$ cat config.mk
export PLATFORM = sky130hd
export DESIGN_NAME = clock_mode_ctrl
export DESIGN_NICKNAME = d
export VERILOG_FILES = /design/src/rtl/clock_mode_ctrl.sv
export SDC_FILE = /design/constraint.sdc
export NUM_CORES = 1
export LEC_CHECK = 0
export ABC_CLOCK_PERIOD_IN_PS = 2300
export CELL_PAD_IN_SITES_DETAIL_PLACEMENT = 0
export CELL_PAD_IN_SITES_GLOBAL_PLACEMENT = 1
export CORE_ASPECT_RATIO = 1.4
export CORE_MARGIN = 2
export CORE_UTILIZATION = 38
export DETAILED_ROUTE_END_ITERATION = 8
export PLACE_DENSITY = 0.88
export SLEW_MARGIN = 5
export SYNTH_ARGS = -nofsm -noshare
export SYNTH_HDL_FRONTEND = slang
export SYNTH_SLANG_ARGS = --single-unit
$ cat constraint.sdc
create_clock -name clk -period 2.3 [get_ports clk]
set_clock_uncertainty 0.15 [all_clocks]
set_input_delay 0.46 -clock clk [delete_from_list [all_inputs] [get_ports clk]]
set_output_delay 0.46 -clock clk [all_outputs]
set_load 0.05 [all_outputs]
$ cat src/rtl/clock_mode_ctrl.sv
// Mode controller for the clock-mode time counter: run / time-set / commit / alarm-set,
// alarm storage and ring detection. Optional auto-silence timer under AUTO_SILENCE_EN.
module clock_mode_ctrl #(
  parameter int unsigned LOAD_HOLD    = 100000000,
  parameter logic [39:0] RING_TIMEOUT = 40'd6000000000
) (
  input  logic       clk,
  input  logic       reset,
  input  logic       btn_mode,
  input  logic       btn_next,
  input  logic       btn_up,
  input  logic       btn_down,
  input  logic [3:0] cur_min_units,
  input  logic [2:0] cur_min_tens,
  input  logic [3:0] cur_hour_units,
  input  logic [2:0] cur_hour_tens,
  output logic       run_en,
  output logic       load_out,
  output logic [5:0] time_mins,
  output logic [4:0] time_hrs,
  output logic [5:0] alarm_mins,
  output logic [4:0] alarm_hrs,
  output logic [1:0] mode,
  output logic       field_sel,
  output logic       alarm_armed,
  output logic       ringing
);

  typedef enum logic [1:0] {
    CLOCK     = 2'd0,
    SET_TIME  = 2'd1,
    SET_ALARM = 2'd2,
    COMMIT    = 2'd3
  } state_t;

  state_t      state;
  logic [31:0] hold_cnt;
  logic        match_d;
  logic [4:0]  cur_hrs;
  logic [5:0]  cur_mins;
  logic        match;
  logic        any_btn;
  logic        ring_start;

  if (LOAD_HOLD == 0) begin : g_load_hold_chk
    $error("LOAD_HOLD must be at least 1");
  end
  if (RING_TIMEOUT == 40'd0) begin : g_ring_timeout_chk
    $error("RING_TIMEOUT must be at least 1");
  end

  function automatic logic [4:0] hrs_step(input logic [4:0] v, input logic up);
    if (up) return (v == 5'd23) ? 5'd0 : v + 5'd1;
    return (v == 5'd0) ? 5'd23 : v - 5'd1;
  endfunction

  function automatic logic [5:0] mins_step(input logic [5:0] v, input logic up);
    if (up) return (v == 6'd59) ? 6'd0 : v + 6'd1;
    return (v == 6'd0) ? 6'd59 : v - 6'd1;
  endfunction

  assign cur_hrs    = 5'(cur_hour_tens) * 5'd10 + 5'(cur_hour_units);
  assign cur_mins   = 6'(cur_min_tens) * 6'd10 + 6'(cur_min_units);
  assign match      = (alarm_hrs == cur_hrs) && (alarm_mins == cur_mins);
  assign any_btn    = btn_mode | btn_next | btn_up | btn_down;
  assign ring_start = (state == CLOCK) && alarm_armed && match && !match_d;
  assign mode       = state;

`ifdef AUTO_SILENCE_EN
  logic [39:0] ring_cnt;
`endif

  always_ff @(posedge clk) begin
    if (reset) begin
      state       <= CLOCK;
      run_en      <= 1'b1;
      load_out    <= 1'b0;
      time_mins   <= '0;
      time_hrs    <= '0;
      alarm_mins  <= '0;
      alarm_hrs   <= '0;
      field_sel   <= 1'b0;
      alarm_armed <= 1'b0;
      ringing     <= 1'b0;
      hold_cnt    <= '0;
      match_d     <= 1'b0;
`ifdef AUTO_SILENCE_EN
      ring_cnt    <= '0;
`endif
    end else begin
      match_d <= match;
      // A press while ringing only silences; it never reaches the mode logic.
      if (ringing && any_btn) begin
        ringing <= 1'b0;
      end else begin
        case (state)
          CLOCK: begin
            run_en <= 1'b1;
            if (btn_mode) begin
              state     <= SET_TIME;
              run_en    <= 1'b0;
              time_hrs  <= cur_hrs;
              time_mins <= cur_mins;
              field_sel <= 1'b0;
            end else if (btn_next) begin
              alarm_armed <= ~alarm_armed;
            end
          end
          SET_TIME: begin
            run_en <= 1'b0;
            if (btn_mode) begin
              state    <= COMMIT;
              load_out <= 1'b1;
              hold_cnt <= '0;
            end else if (btn_next) begin
              field_sel <= ~field_sel;
            end else if (btn_up || btn_down) begin
              if (field_sel) time_mins <= mins_step(time_mins, btn_up);
              else           time_hrs  <= hrs_step(time_hrs, btn_up);
            end
          end
          COMMIT: begin
            // Load stays asserted long enough for the divided counter clock to see it.
            run_en <= 1'b0;
            if (hold_cnt == LOAD_HOLD - 1) begin
              state     <= SET_ALARM;
              load_out  <= 1'b0;
              field_sel <= 1'b0;
              run_en    <= 1'b1;
              hold_cnt  <= '0;
            end else begin
              hold_cnt <= hold_cnt + 32'd1;
            end
          end
          SET_ALARM: begin
            run_en <= 1'b1;
            if (btn_mode) begin
              state <= CLOCK;
            end else if (btn_next) begin
              field_sel <= ~field_sel;
            end else if (btn_up || btn_down) begin
              if (field_sel) alarm_mins <= mins_step(alarm_mins, btn_up);
              else           alarm_hrs  <= hrs_step(alarm_hrs, btn_up);
            end
          end
          default: state <= CLOCK;
        endcase
      end
`ifdef AUTO_SILENCE_EN
      if (ring_start || any_btn) begin
        ring_cnt <= '0;
      end else if (ringing) begin
        if (ring_cnt == RING_TIMEOUT - 40'd1) ringing <= 1'b0;
        else                                  ring_cnt <= ring_cnt + 40'd1;
      end
`endif
      if (ring_start) ringing <= 1'b1;
    end
  end

endmodule

==> flow_summary.toml, run 1 <==
[run_status]
status = "completed"

[clock_tree]
h-tree-depth = 3
cts_tree = "done"
clk_path_buf_depth = 2
cts-root-buf = "clkbuf_16"
cts_sinks = 62
numCtsBuffers = 9
clock_latency_ns = 0.33
clk_pin_slew_ns = 0.05
hold_buffers = 0

[setup_path]
end_kind = "register"
path_max_fanout = 2
r2r_end = "hold_cnt[27]"
rrSetupSlack_ns = 0.08
criticalPathCategory = "primary input to register"
worstReg2RegStart = "mode[1]"
start_kind = "primary input"
reg2regPathDepth = 7
arrival_ns = 2.38
crit_required_ns = 2.43

[place]
io_buffers = 48
place_area_sq_um = 5510
dpl.hpwl_mm = 9.20
post-place-ws_ns = -0.574
gp_congestion = 0.883

[floorplanning]
coreArea_sq_um = 11300
num_rows = 46
dieArea_sq_um = 12400
num_io_pins = 49
die_width_um = 94.8
start_util = 0.389
die_h_um = 131

[global_routing]
grt_pass1_wl_mm = 20.4
grt_max_degree = 35
antenna_found_initial = 1
grt_use_total = 0.202
gr-total-overflow = 0
grt_pass1_vias = 4410

[worst_hold_path]
hold_depth = 2
worstHoldPathType = "register to register"
hold_end = "hold_cnt[1]"
min_from = "hold_cnt[1]"

[power_and_ir_drop]
power_frac_seq = 0.317
p_comb_frac = 0.321
sw_frac_of_total = 0.329
p_per_area_nw_per_um2 = 653
clockPowerShare = 0.363
p_leak_uw = 0.00240
power.switching_uw = 1300
p_int_uw = 2660
irDropWorstVdd_v = 0.000371

[sta]
post-route-period-util = 0.981
setup_ws_ns = 0.0434
grt_setup_unrepaired = "false"
fmax_mhz = 443
slew_viol_final = 0
hold_viol_final = 0
tns_ns = 0
worst_pin_slew_ns = 0.589
setup-violations-final = 0
timing.hold.ws_ns = 0.337
slew_headroom = 0.602
min_period_ns = 2.26

[logic_synthesis]
syn_nets = 593
synth_cells = 547
yosysWarnings = 0
yosysTopAreaCellShare = 0.283
avgSynthCellArea_sq_um = 8.02
netlist_area_sq_um = 4390
synth_edf_count = 0
yosys.area.top_type = "dfxtp_1"
synth.distinct_cells = 63
synth_flop_cell = "dfxtp_1"
synthArstFlopShare = 0
synth-seq-cells = 62
synth_area_leaders = "dfxtp_1, ha_1, xnor2_1"
yosysSeqAreaShare = 0.283

[detailed_routing]
viasPerCell = 5.61
drtIter0Drc = 158
first_pass_iters = 5
drcViolationCount = 0
ant_nets = 0
vias = 4516
route.detailed.wl_per_inst_um = 15.7
drt_wl_total_mm = 12.7

[finish]
drive_gt1_frac = 0.244
finalInstanceArea_sq_um = 6070
nNetsFinal = 701
area_growth_pct = 38.4

[job]
cap_violations = 0
## stage by stage
step                std cells  power, uW  utilization
global placement          784       2440        0.489
finish                    805       3960        0.538
floorplan                 547       2050            -
global route              805       4140        0.538
detailed placement        784       2470        0.489
CTS                       802       3940        0.525
## cell usage after synthesis (9+ instances only)
| cell | n |
|---|---|
| nor4_1 | 11 |
| o21ai_0 | 18 |
| xnor2_1 | 32 |
| nand3_1 | 19 |
| or3_1 | 11 |
| nor3_1 | 20 |
| xor2_1 | 14 |
| ha_1 | 24 |
| nor2_1 | 59 |
| nand2_1 | 30 |
| a211oi_1 | 9 |
| clkbuf_1 | 26 |
| inv_1 | 29 |
| nand4_1 | 13 |
| dfxtp_1 | 62 |
| a21oi_1 | 34 |
| o211ai_1 | 9 |
## sequential cells by signal (all words and copies together), names as in the netlist
register and cells:
match_d 1, ringing 1, run_en 1, time_mins 6
load_out 1, time_hrs 5, field_sel 1, alarm_armed 1
mode 2, hold_cnt 32, alarm_hrs 5, alarm_mins 6
## cell families after synthesis
logic type | synth area share
buffers and inverters | 0.0556
adders and majority gates | 0.0776
DFF | 0.283
and+or+nand+nor | 0.274
xor gates and xnor gates | 0.102
AOI/OAI and AO/OA | 0.181
muxes | 0.0262
## cells in the final DEF, fill, tap and decap left out, types with 8 or more instances in the layout
master           instances
o31ai_1                  8
ha_1                    16
nor2_1                  59
inv_1                   28
o21ai_0                 15
nand3_1                 17
a211oi_1                 9
clkbuf_16                9
or3_1                   10
nand2_1                 30
nand4_1                 13
buf_4                   95
dlymetal6s2s_1           9
xnor2_1                 31
o211ai_1                 9
xor2_1                  13
a21oi_1                 31
nor3_1                  20
dfxtp_1                 57
clkdlybuf4s50_1         14
## metal layers
layer / share of wire / up-vias / GRT usage
met4: 0.025 / 0 / 0.0886
met5: 0 / - / 0
met3: 0.045 / 22 / 0.0304
li1: - / 2207 / -
met2: 0.54 / 123 / 0.368
met1: 0.39 / 2164 / 0.225
## what timing repair did
item                       CTS  global route
gates resized for setup     29            30
pin swaps                   14            13
gates cloned                 0             1
setup endpoints to repair   18            29
setup buffers                2             1
## cell type report
| class | instances | area (sq um) |
|---|---|---|
| timing repair buffer | 129 | 1080 |
| multi-input combinational | 424 | 3120 |
| sequential | 62 | 1250 |
| clock inverter | 2 | 37.5 |
| fill | 1072 | 5210 |
| clock buffer | 14 | 284 |
| tap | 144 | 180 |
| antenna | 1 | 2.50 |
| inverter | 29 | 109 |
## worst max-delay path, stage by stage
cell	delay [ns]
clkdlybuf4s50_1	0.51
ha_4	0.22
ha_4	0.30
xor2_4	0.17
xnor2_1	0.13
and4_1	0.22
o311a_1	0.20
a41o_1	0.17
## how the worst max path moves through the flow
stage / start / endpoint / slack [ns] / depth (start not counted)
floorplan: btn_down / hold_cnt[25] / -0.004 / 6
global placement: cur_min_tens[0] / ringing / -0.52 / 9
detailed placement: cur_min_tens[0] / ringing / -0.57 / 9
CTS: time_mins[0] / time_mins[0] / 0.002 / 1
global route: time_hrs[1] / time_hrs[1] / 0.003 / 1
finish: cur_hour_tens[2] / ringing / 0.04 / 8
## power by group through the flow
stage / clock network, uW / logic (uW) / registers (uW)
floorplan: 0 / 630 / 1420
global placement: 0 / 1170 / 1270
detailed placement: 0 / 1200 / 1270
CTS: 1450 / 1230 / 1250
global route: 1510 / 1360 / 1270
finish: 1440 / 1270 / 1260
Note: power is estimated with default switching activity, not from simulation.
==> run 2: changes to the inputs <==
SLEW_MARGIN = not set   (was 5)
==> results of run 2 <==
The final DEF is identical to that of run 1; final timing and power are the same.
